`src/rtl/spi_count_slave_rx.sv`:
```
// spi_count_slave_rx: SPI mode-0 slave receiver for the 16-bit counter link.
// Rebuilds a word sent as two MSB-first bytes (upper, then lower) within one
// SS-low frame and presents it on rx_data with a one-cycle rx_valid strobe.
// Optional feature macro: SPI_SLV_FRAME_ERR_EN adds the frame_err output,
// which pulses on ss_n rise after an aborted (1..15 bits) or overrun (>16) frame.
module spi_count_slave_rx #(
  parameter int SYNC_STAGES = 2,   // synchronizer depth, minimum 2
  parameter int WORD_W      = 16   // must stay 16: the framing is two bytes
) (
  input  logic              clk,
  input  logic              reset,
  input  logic              sclk,
  input  logic              mosi,
  input  logic              ss_n,
  output logic [WORD_W-1:0] rx_data,
  output logic              rx_valid,
  output logic              busy
`ifdef SPI_SLV_FRAME_ERR_EN
  ,
  output logic              frame_err
`endif
);

  typedef enum logic [1:0] {IDLE, RECV_HI, RECV_LO, WAIT_SS} state_t;

  localparam logic [4:0] BYTE_LAST = 5'd7;
  localparam logic [4:0] WORD_LAST = 5'd15;

  state_t state_q, state_d;

  logic [SYNC_STAGES-1:0] sclk_sync_q, mosi_sync_q, ss_sync_q;
  logic sclk_prev_q, ss_prev_q;
  logic sclk_rise_q, ss_fall_q, ss_rise_q, mosi_q;
  logic busy_q;
  logic [4:0] bit_cnt_q;
  logic [WORD_W-1:0] shift_q;
  logic word_done_d, word_done_q;
  logic rx_valid_q;
  logic [WORD_W-1:0] rx_data_q;
  logic receiving;

  wire sclk_s = sclk_sync_q[SYNC_STAGES-1];
  wire mosi_s = mosi_sync_q[SYNC_STAGES-1];
  wire ss_s   = ss_sync_q[SYNC_STAGES-1];

  assign receiving = (state_q == RECV_HI) || (state_q == RECV_LO);

  // Synchronize the asynchronous SPI pins; flops reset to the idle bus levels.
  always_ff @(posedge clk or posedge reset) begin
    if (reset) begin
      sclk_sync_q <= '0;
      mosi_sync_q <= '0;
      ss_sync_q   <= '1;
    end else begin
      sclk_sync_q <= {sclk_sync_q[SYNC_STAGES-2:0], sclk};
      mosi_sync_q <= {mosi_sync_q[SYNC_STAGES-2:0], mosi};
      ss_sync_q   <= {ss_sync_q[SYNC_STAGES-2:0], ss_n};
    end
  end

  // Edge detection; edges and the data bit are registered together so the
  // FSM sees sclk and ss events on the same, aligned cycle.
  always_ff @(posedge clk or posedge reset) begin
    if (reset) begin
      sclk_prev_q <= 1'b0;
      ss_prev_q   <= 1'b1;
      sclk_rise_q <= 1'b0;
      ss_fall_q   <= 1'b0;
      ss_rise_q   <= 1'b0;
      mosi_q      <= 1'b0;
      busy_q      <= 1'b0;
    end else begin
      sclk_prev_q <= sclk_s;
      ss_prev_q   <= ss_s;
      sclk_rise_q <= sclk_s & ~sclk_prev_q;
      ss_fall_q   <= ~ss_s & ss_prev_q;
      ss_rise_q   <= ss_s & ~ss_prev_q;
      mosi_q      <= mosi_s;
      busy_q      <= ~ss_s;
    end
  end

  // FSM state register.
  always_ff @(posedge clk or posedge reset) begin
    if (reset) state_q <= IDLE;
    else       state_q <= state_d;
  end

  // FSM next state: an ss rise aborts a frame unless it coincides with the
  // 16th sclk rise, in which case the word is still accepted.
  always_comb begin
    state_d = state_q;
    case (state_q)
      IDLE:    if (ss_fall_q) state_d = RECV_HI;
      RECV_HI: begin
        if (ss_rise_q)                                  state_d = IDLE;
        else if (sclk_rise_q && bit_cnt_q == BYTE_LAST) state_d = RECV_LO;
      end
      RECV_LO: begin
        if (sclk_rise_q && bit_cnt_q == WORD_LAST) state_d = ss_rise_q ? IDLE : WAIT_SS;
        else if (ss_rise_q)                        state_d = IDLE;
      end
      WAIT_SS: if (ss_rise_q) state_d = IDLE;
      default: state_d = IDLE;
    endcase
  end

  // FSM outputs: word completion strobe (and frame error when enabled).
`ifdef SPI_SLV_FRAME_ERR_EN
  logic overrun_q;
  logic frame_err_d, frame_err_q;
`endif
  always_comb begin
    word_done_d = (state_q == RECV_LO) && sclk_rise_q && (bit_cnt_q == WORD_LAST);
`ifdef SPI_SLV_FRAME_ERR_EN
    frame_err_d = 1'b0;
    if (ss_rise_q) begin
      if (receiving)
        frame_err_d = ((bit_cnt_q != 5'd0) || sclk_rise_q) && !word_done_d;
      else if (state_q == WAIT_SS)
        frame_err_d = overrun_q || sclk_rise_q;
    end
`endif
  end

  // Shift register and bit counter; the counter stops at 16 because it only
  // advances while receiving, and reception ends on the 16th bit.
  always_ff @(posedge clk or posedge reset) begin
    if (reset) begin
      bit_cnt_q <= 5'd0;
      shift_q   <= '0;
    end else if (state_q == IDLE) begin
      if (ss_fall_q) bit_cnt_q <= 5'd0;
    end else if (receiving && sclk_rise_q) begin
      shift_q   <= {shift_q[WORD_W-2:0], mosi_q};
      bit_cnt_q <= bit_cnt_q + 5'd1;
    end
  end

`ifdef SPI_SLV_FRAME_ERR_EN
  // Overrun tracking and the registered error pulse.
  always_ff @(posedge clk or posedge reset) begin
    if (reset) begin
      overrun_q   <= 1'b0;
      frame_err_q <= 1'b0;
    end else begin
      frame_err_q <= frame_err_d;
      if (state_q == IDLE && ss_fall_q)          overrun_q <= 1'b0;
      else if (state_q == WAIT_SS && sclk_rise_q) overrun_q <= 1'b1;
    end
  end
  assign frame_err = frame_err_q;
`endif

  // Output stage: the word is published one clock after completion, together
  // with the rx_valid strobe; rx_data holds between frames.
  always_ff @(posedge clk or posedge reset) begin
    if (reset) begin
      word_done_q <= 1'b0;
      rx_valid_q  <= 1'b0;
      rx_data_q   <= '0;
    end else begin
      word_done_q <= word_done_d;
      rx_valid_q  <= word_done_q;
      if (word_done_q) rx_data_q <= shift_q;
    end
  end

  assign rx_data  = rx_data_q;
  assign rx_valid = rx_valid_q;
  assign busy     = busy_q;

endmodule
```
`config.mk`:
```
export PLATFORM = sky130hd
export DESIGN_NAME = spi_count_slave_rx
export DESIGN_NICKNAME = d
export VERILOG_FILES = /design/src/rtl/spi_count_slave_rx.sv
export SDC_FILE = /design/constraint.sdc
export NUM_CORES = 1
export LEC_CHECK = 0
export ABC_AREA = 0
export ABC_CLOCK_PERIOD_IN_PS = 4580
export BUFFER_PORTS_ARGS = -buffer_cell sky130_fd_sc_hd__buf_4
export CAP_MARGIN = 40
export CORE_ASPECT_RATIO = 0.5
export CORE_MARGIN = 2
export CORE_UTILIZATION = 30
export DETAILED_ROUTE_END_ITERATION = 12
export GPL_TIMING_DRIVEN = 0
export PLACE_DENSITY = 0.44
export SLEW_MARGIN = 0
export SYNTH_ARGS = -nofsm -noshare
export SYNTH_HDL_FRONTEND = slang
export SYNTH_SLANG_ARGS = --single-unit
export TNS_END_PERCENT = 20
```
`constraint.sdc`:
```
create_clock -name clk -period 4.58 [get_ports clk]
set_input_delay 0.229 -clock clk [delete_from_list [all_inputs] [get_ports clk]]
set_output_delay 0.229 -clock clk [all_outputs]
set_load 0.03 [all_outputs]
```
==> results.json, run 1 <==
{
  "status": "complete, no violations",
  "finalHoldViolCount": 0,
  "final.setup.tns_ns": 0,
  "required_ns": 4.76,
  "yosys_register_bits": 54,
  "dpl_cell_area_sq_um": 2370,
  "ys_warn_count": 0,
  "cts_sinks": 54,
  "maxSlewViolCount": 0,
  "max-vdd-ir-drop_mv": 0.144,
  "powerDensity_nw_per_um2": 415,
  "stdcell_area_sq_um": 2520,
  "overflow": 0,
  "cp_max_fo": 10,
  "min_path_cells": 1,
  "start_kind": "flop",
  "grt_max_degree": 40,
  "postSynthCellCount": 173,
  "cts-buffers-inserted": 5,
  "synth_compound_area_frac": 0.0502,
  "fin_skew_ns": 0.00341,
  "synthXorXnorAreaFrac": 0.00424,
  "synth_adder_area_share": 0.0363,
  "ys_types": 26,
  "p_leak_uw": 0.00130,
  "crit_path_end_kind": "flop",
  "rrSetupSlack_ns": 2.93,
  "synth.mux.area_fraction": 0.0872,
  "dr_total_vias": 1283,
  "layout_commonest_cell": "nand2_1",
  "holdCritPathClass": "primary input to flop",
  "synthFlopType": "dfrtp_1",
  "die_y_um": 62.7,
  "ys_seq_area_frac": 0.656,
  "fin_crit_ns": 1.65,
  "reg2reg_from": "state_q[0]$_DFFE_PP0P_",
  "syn_nets": 184,
  "synth_edf_count": 0,
  "dieWidth_um": 121,
  "htreeDepth": 2,
  "ios": 23,
  "syn_area_per_cell_sq_um": 11.9,
  "fill_cells": 675,
  "grt_pass1_wl_um": 6590,
  "setup-violations-final": 0,
  "drv_cap": 0,
  "rsz0062_at_grt": "no",
  "drive_above_1_share": 0.278,
  "std_cell_rows": 21,
  "place_hpwl_um": 2350,
  "routedWlPerCell_um": 12.1,
  "synth_area_sq_um": 2070,
  "grt_usage": 0.112,
  "die_area_sq_um": 7610,
  "fin_util": 0.377,
  "ant_nets": 0,
  "routed_wirelength_um": 3590,
  "clock_path_buffers": 2,
  "initial_core_util": 0.310,
  "via_per_inst": 4.32,
  "first_global_vias": 1342,
  "place.gp.congestion": 0.670,
  "firstDrtPassIters": 4,
  "nets": 215,
  "clock_latency_ns": 0.29,
  "cp.arrival_ns": 1.84,
  "io_buffers": 22,
  "fmax_mhz": 606,
  "worstSetupPathType": "flop to flop",
  "cts_tree": "done",
  "synth_top_family_by_area": "simple AND/OR/NAND/NOR gates",
  "antenna_found_initial": 0,
  "cts-root-buf": "clkbuf_16",
  "yosys.area_share.simple": 0.135,
  "fin_crit_sh": 0.361,
  "reg2reg_depth": 7,
  "min_from": "mosi",
  "worstReg2RegEnd": "shift_q[9]$_DFFE_PP0P_",
  "area_growth_pct": 21.8,
  "post-cts-setup-buffers": 0,
  "drt_iter0_markers": 82,
  "route.detailed.drc": 0,
  "diodes": 0,
  "async_reset_ff_frac": 1.00,
  "path_clk_slew_ns": 0.07,
  "total_power_uw": 1040,
  "relSlewSlack": 0.753,
  "core_area_sq_um": 6670,
  "final_cell_mix": "53 x nand2_1, 51 x dfrtp_1, 23 x buf_4, 16 x mux2_2",
  "tightest_slew_ns": 0.369,
  "hold_path_end": "mosi_sync_q[0]$_DFF_PP0_"
}
-- sequential cells by signal (all words and copies together), names as in the netlist, 2 cells and up --
register and count:
mosi_sync_q 2, rx_data 16, state_q 2, bit_cnt_q 5
shift_q 16, ss_sync_q 2, sclk_sync_q 2
-- cells in the mapped netlist, types with 2 or more instances --
cell / number / area share
ha_1: 6 / 0.036
nand3_1: 3 / 0.0073
buf_2: 4 / 0.0097
nand2_1: 53 / 0.096
o21ai_0: 6 / 0.015
nor2b_1: 3 / 0.0091
nor2_1: 3 / 0.0054
inv_1: 7 / 0.013
mux2_2: 16 / 0.087
dfrtp_1: 51 / 0.62
o21ai_1: 2 / 0.0048
dfstp_2: 3 / 0.038
a21oi_1: 3 / 0.0073
-- cell type report --
| type | count | area [sq um] | share of cell area |
|---|---|---|---|
| Clock buffer | 7 | 133 | 0.0527 |
| Buffer | 6 | 38.8 | 0.0154 |
| Clock inverter | 1 | 7.51 | 0.00298 |
| Sequential cell | 54 | 1360 | 0.538 |
| Timing Repair Buffer | 24 | 195 | 0.0775 |
| Multi-Input combinational cell | 106 | 647 | 0.257 |
| Inverter | 7 | 26.3 | 0.0104 |
| Tap cell | 92 | 115 | 0.0457 |
-- logic make-up after synthesis --
group           Yosys count
simple gates             67
flops                    54
compound gates           16
mux                      16
buf+inv                  13
fa+ha+maj                 6
xor+xnor                  1
-- critical path: stages (launching register included) --
cell,delay [ns]
dfrtp_1,0.42
inv_1,0.12
ha_1,0.32
and3b_1,0.24
buf_6,0.15
buf_4,0.17
nand2_1,0.07
nand2_1,0.05
-- per-layer routing --
| layer | wire (um) | share of wire | global-route usage |
|---|---|---|---|
| met5 | 0 | 0 | 0 |
| met3 | 105 | 0.029 | 0.0310 |
| met2 | 1630 | 0.45 | 0.167 |
| met1 | 1770 | 0.49 | 0.151 |
| met4 | 87 | 0.024 | 0.0560 |
-- what timing repair did --
item | in CTS | in global routing
hold buffers | 1 | 0
resized for setup | 0 | 0
hold endpoints to repair | 13 | 0
-- stage by stage --
step	setup WS [ns]	instances	hold slack (ns)
detailed placement	2.93	288	0.236
finish	2.93	297	0.0403
global route	2.78	297	0.0274
global placement	2.32	287	0.334
CTS	2.92	297	0.0333
floorplan	3.04	173	0.233
-- worst max-delay path by stage --
stage	from	endpoint	slack [ns]	depth (start not counted)
after global placement	reset	rx_data[9]$_DFFE_PP0P_	2.32	2
final	state_q[0]$_DFFE_PP0P_	shift_q[9]$_DFFE_PP0P_	2.93	7
after CTS	state_q[0]$_DFFE_PP0P_	shift_q[9]$_DFFE_PP0P_	2.92	7
after detailed placement	state_q[0]$_DFFE_PP0P_	shift_q[9]$_DFFE_PP0P_	2.93	7
after global routing	bit_cnt_q[0]$_DFFE_PP0P_	state_q[1]$_DFFE_PP0P_	2.78	7
after floorplan	reset	bit_cnt_q[0]$_DFFE_PP0P_	3.04	1
-- power by group --
part	internal (uW)	total (uW)	switching, uW	leakage, uW
combinational	51.2	127	76.1	0.000521
sequential	517	550	32.5	0.000718
clock	203	367	164	0.0000641
total	772	1040	272	0.00130
(Power assumes the default switching activity.)
==> inputs of run 2 (changes only) <==
- ABC_CLOCK_PERIOD_IN_PS: 4580 -> 1550
- clock period: 4.58 -> 1.55 ns (I/O delays scaled with it)
==> run 2 against run 1 <==
The run now ends with setup timing left. Total power grew to 3.1 times the previous value. Combinational power grew to 4.0 times the previous value. Setup slack lost 2.9 ns. Core utilization grew 2.5 points. Critical path type unchanged. Clock-buffer cell count is the same. Critical endpoint is now state_q[1]$_DFFE_PP0P_.
==> results.json, run 2 (synthesis results as in run 1) <==
{
  "htreeDepth": 2,
  "cp_max_fo": 4,
  "nets": 226,
  "power_frac_comb": 0.159,
  "cp.arrival_ns": 1.75,
  "grt_pass1_wl_um": 6620,
  "route.detailed.drc": 0,
  "crit_path_end_kind": "flop",
  "drive_above_1_share": 0.343,
  "drv_cap": 0,
  "instances_no_fill": 308,
  "total_power_uw": 3230,
  "fin_util": 0.402,
  "rsz0062_at_grt": "yes",
  "via_per_inst": 4.26,
  "rrSetupSlack_ns": -0.00006,
  "core_area_sq_um": 6670,
  "ant_nets": 0,
  "p_sw_frac": 0.266,
  "fmax_mhz": 645,
  "grt_usage": 0.113,
  "routed_wirelength_um": 3830,
  "max-vdd-ir-drop_mv": 0.426,
  "final_cell_mix": "53 x nand2_1, 51 x dfrtp_1, 31 x buf_4, 16 x mux2_2",
  "first_global_vias": 1344,
  "routedWlPerCell_um": 12.4,
  "finalHoldViolCount": 0,
  "setup-violations-final": 1,
  "cts_sinks": 54,
  "dr_total_vias": 1313,
  "firstDrtPassIters": 4,
  "worstSetupPathType": "flop to flop",
  "place_hpwl_um": 2350,
  "final.setup.tns_ns": -0.0000610,
  "required_ns": 1.75,
  "die_area_sq_um": 7610,
  "cts-buffers-inserted": 5,
  "status": "finished, violations left",
  "relSlewSlack": 0.752,
  "violations": "setup timing",
  "fin_crit_sh": 1.00,
  "netSwitchingPower_uw": 858,
  "diodes": 0,
  "tightest_slew_ns": 0.372,
  "dieWidth_um": 121,
  "fin_crit_ns": 1.55,
  "std_cell_rows": 21,
  "cts-root-buf": "clkbuf_16",
  "clock_latency_ns": 0.29,
  "area_growth_pct": 29.7,
  "antenna_found_initial": 0,
  "io_buffers": 22,
  "layout_commonest_cell": "nand2_1",
  "clkPwrFrac": 0.339,
  "drt_iter0_markers": 89,
  "ios": 23,
  "powerDensity_nw_per_um2": 1200,
  "maxSlewViolCount": 0,
  "power_frac_seq": 0.503,
  "cts_tree": "done",
  "die_y_um": 62.7,
  "initial_core_util": 0.310,
  "dp_cells": 288,
  "p_leak_uw": 0.00135,
  "holdCritPathClass": "primary input to async pin",
  "clock_path_buffers": 2,
  "grt_max_degree": 40,
  "fin_skew_ns": 0.00348,
  "hold_ws_ns": 0.317,
  "setup_ws_ns": -0.0000610,
  "p_int_uw": 2370,
  "path_clk_slew_ns": 0.07,
  "start_kind": "flop",
  "place.gp.congestion": 0.670,
  "overflow": 0
}
==> run 2: changes by cell type in the layout (fill, tap and decap cells not counted), moves of 3 or more <==
cell	delta
buf_4	+8
dlygate4sd3_1	+3
ha_1	-4
ha_4	+3
==> run 2: through the flow <==
| step | instance area [sq um] | setup slack (ns) |
|---|---|---|
| after floorplan | 2070 | 0.0885 |
| after global placement | 2350 | -0.560 |
| after detailed placement | 2370 | -0.0972 |
| after CTS | 2570 | 0.000451 |
| after global routing | 2680 | -0.0821 |
| final | 2680 | -0.0000610 |
==> run 2: repair_timing <==
action,in CTS,in global routing
endpoints found under the setup margin,17,17
gates resized for setup,4,9
hold buffers,4,0
endpoints found under the hold margin,16,0
pin swaps,0,5
setup buffers,0,8
==> run 2: power by group through the flow <==
stage	combinational, uW	sequential (uW)	clock [uW]
after floorplan	282	1620	0
after global placement	355	1650	0
after detailed placement	373	1650	0
after CTS	421	1620	1130
after global routing	588	1640	1200
final	512	1620	1090
==> run 2: routing by layer <==
metal	share of wire	GRT usage	wire length (um)	vias to the layer above
met3	0.025	0.0310	95	8
met4	0.024	0.0560	91	0
met5	0	0	0	-
met1	0.48	0.156	1860	648
met2	0.47	0.164	1790	12
li1	-	-	-	645
==> run 2: final cells by class <==
class	count	area (sq um)
Multi-Input combinational cell	106	721
Clock buffer	7	133
Inverter	7	26.3
Timing Repair Buffer	35	285
Tap cell	92	115
Fill cell	674	3990
Clock inverter	1	7.51
Buffer	6	38.8
Sequential cell	54	1360
==> run 2: critical path, cell delays in order, from the launching register on <==
cell	delay, ns
dfrtp_1	0.42
ha_4	0.17
and3_4	0.19
ha_4	0.14
nand3_4	0.07
a21oi_2	0.18
a41oi_2	0.06
o31ai_2	0.24
==> run 2: worst paths after layout <==
check / cells after the start / endpoint / startpoint
min in group clk: 0 / sclk_sync_q[1]$_DFF_PP0_ / sclk_sync_q[0]$_DFF_PP0_
min reg2reg: 0 / sclk_sync_q[1]$_DFF_PP0_ / sclk_sync_q[0]$_DFF_PP0_
max: 7 / state_q[1]$_DFFE_PP0P_ / bit_cnt_q[1]$_DFFE_PP0P_
min: 3 / sclk_prev_q$_DFF_PP0_ / reset
max in group asynchronous: 4 / ss_sync_q[0]$_DFF_PP1_ / reset
max reg2reg: 7 / state_q[1]$_DFFE_PP0P_ / bit_cnt_q[1]$_DFFE_PP0P_
==> inputs of run 3 (changes only) <==
--- a/config.mk
+++ b/config.mk
@@ -17,2 +17,3 @@
 export PLACE_DENSITY = 0.44
+export SKIP_CTS_REPAIR_TIMING = 1
 export SLEW_MARGIN = 0
--- a/constraint.sdc
+++ b/constraint.sdc
@@ -3,2 +3,2 @@
 set_output_delay 0.0775 -clock clk [all_outputs]
-set_load 0.03 [all_outputs]
+set_load 0.05 [all_outputs]
==> run 3 against run 2 <==
The flow now finishes without violations. Critical path depth unchanged. Non-clock buffer count down 4. Sequential cell count unchanged. Die area unchanged. Routed wire length down 0.73%. Critical path type unchanged. Critical endpoint unchanged. Largest power group unchanged.
==> results.json, run 3 (synthesis results as in run 1) <==
{
  "cts_tree": "done",
  "dieWidth_um": 121,
  "path_cells": "ha_4 -> and3_1 -> ha_1 -> nand3_2 -> a21oi_2 -> a41oi_2 -> o31ai_2",
  "layout_commonest_cell": "nand2_1",
  "holdCritPathClass": "primary input to async pin",
  "htreeDepth": 2,
  "grt_pass1_wl_um": 6580,
  "via_per_inst": 4.30,
  "initial_core_util": 0.310,
  "cts-root-buf": "clkbuf_16",
  "cp.arrival_ns": 1.70,
  "rrSetupSlack_ns": 0.02,
  "place_ws_ns": -0.0972,
  "reg2reg_depth": 7,
  "std_cell_rows": 21,
  "drv_cap": 0,
  "grt_usage": 0.112,
  "status": "complete, no violations",
  "clock_latency_ns": 0.29,
  "reg2reg_from": "bit_cnt_q[1]$_DFFE_PP0P_",
  "clock_path_buffers": 2,
  "diodes": 0,
  "max_stage_delay_ns": 0.43,
  "final_cell_mix": "53 x nand2_1, 51 x dfrtp_1, 27 x buf_4, 16 x mux2_2, 6 x o21ai_0",
  "firstDrtPassIters": 4,
  "tightest_slew_ns": 0.375,
  "overflow": 0,
  "fin_util": 0.394,
  "regArea_sq_um": 1360,
  "core_area_sq_um": 6670,
  "cts-buffers-inserted": 5,
  "path_clk_slew_ns": 0.06,
  "setup_ws_ns": 0.0188,
  "final.setup.tns_ns": 0,
  "setup-violations-final": 0,
  "drt_iter0_markers": 86,
  "die_y_um": 62.7,
  "fin_skew_ns": 0.00333,
  "grt_max_degree": 40,
  "place.gp.congestion": 0.670,
  "die_area_sq_um": 7610,
  "slowest_stage": "dfrtp_1",
  "route.detailed.drc": 0,
  "finalHoldViolCount": 0,
  "required_ns": 1.71,
  "fill_cells": 672,
  "dr_total_vias": 1307,
  "max-vdd-ir-drop_mv": 0.425,
  "antenna_found_initial": 0,
  "relSlewSlack": 0.749,
  "first_global_vias": 1339,
  "fin_crit_sh": 0.988,
  "p_leak_uw": 0.00134,
  "cp_max_fo": 4,
  "crit_path_end_kind": "flop",
  "total_power_uw": 3210,
  "nets": 222,
  "powerDensity_nw_per_um2": 1220,
  "worstSetupPathType": "flop to flop",
  "ant_nets": 0,
  "drive_above_1_share": 0.325,
  "io_buffers": 22,
  "start_kind": "flop",
  "rsz0062_at_grt": "yes",
  "area_growth_pct": 27.1,
  "fin_crit_ns": 1.53,
  "place_hpwl_um": 2350,
  "multi_input_area_sq_um": 696,
  "maxSlewViolCount": 0,
  "routedWlPerCell_um": 12.5,
  "cts_sinks": 54,
  "ios": 23,
  "routed_wirelength_um": 3800,
  "fmax_mhz": 653,
  "worstReg2RegEnd": "state_q[1]$_DFFE_PP0P_"
}
run 3: cell types whose count changed in the layout (fill, tap and decap cells not counted), sizes merged:
cell  change
buf       -4
run 3: worst max-delay path by stage:
| stage | startpoint | end | slack [ns] | cells past startpoint |
|---|---|---|---|---|
| after CTS | state_q[0]$_DFFE_PP0P_ | shift_q[9]$_DFFE_PP0P_ | -0.11 | 7 |
| after global placement | reset | rx_data[9]$_DFFE_PP0P_ | -0.56 | 2 |
| after floorplan | bit_cnt_q[0]$_DFFE_PP0P_ | state_q[1]$_DFFE_PP0P_ | 0.09 | 7 |
| final | bit_cnt_q[1]$_DFFE_PP0P_ | state_q[1]$_DFFE_PP0P_ | 0.02 | 7 |
| after detailed placement | state_q[0]$_DFFE_PP0P_ | shift_q[9]$_DFFE_PP0P_ | -0.1 | 7 |
| after global routing | bit_cnt_q[0]$_DFFE_PP0P_ | state_q[1]$_DFFE_PP0P_ | -0.09 | 7 |
run 3: metal layers:
| metal | GRT usage | share of wire |
|---|---|---|
| met4 | 0.0560 | 0.018 |
| met5 | 0 | 0 |
| met1 | 0.150 | 0.48 |
| met3 | 0.0310 | 0.026 |
| met2 | 0.167 | 0.48 |
run 3: area by class of cell:
class | instances | share of cell area
Tap cell | 92 | 0.0438
Clock buffer | 7 | 0.0505
Timing Repair Buffer | 31 | 0.0972
Buffer | 6 | 0.0148
Clock inverter | 1 | 0.00286
Multi-Input combinational cell | 106 | 0.265
Inverter | 7 | 0.0100
Sequential cell | 54 | 0.516
run 3: stage by stage:
stage / area (sq um) / instances / hold WS (ns)
floorplan: 2070 / 173 / 0.0820
global placement: 2350 / 287 / 0.187
detailed placement: 2370 / 288 / 0.0844
CTS: 2510 / 296 / -0.231
global route: 2630 / 304 / 0.362
finish: 2630 / 304 / 0.323
run 3: report_power, final:
group / total (uW) / internal (uW) / switching, uW / leakage (uW)
logic: 502 / 233 / 268 / 0.000554
clock network: 1080 / 601 / 479 / 0.0000641
registers: 1630 / 1530 / 96.6 / 0.000718
run 3: worst max-delay path: cells and delay by family (launching register included):
kind	cells	cell delay, ns
AOI/OAI and AO/OA	3	0.34
DFF	1	0.43
and+or+nand+nor	2	0.26
adders and majority gates	2	0.37
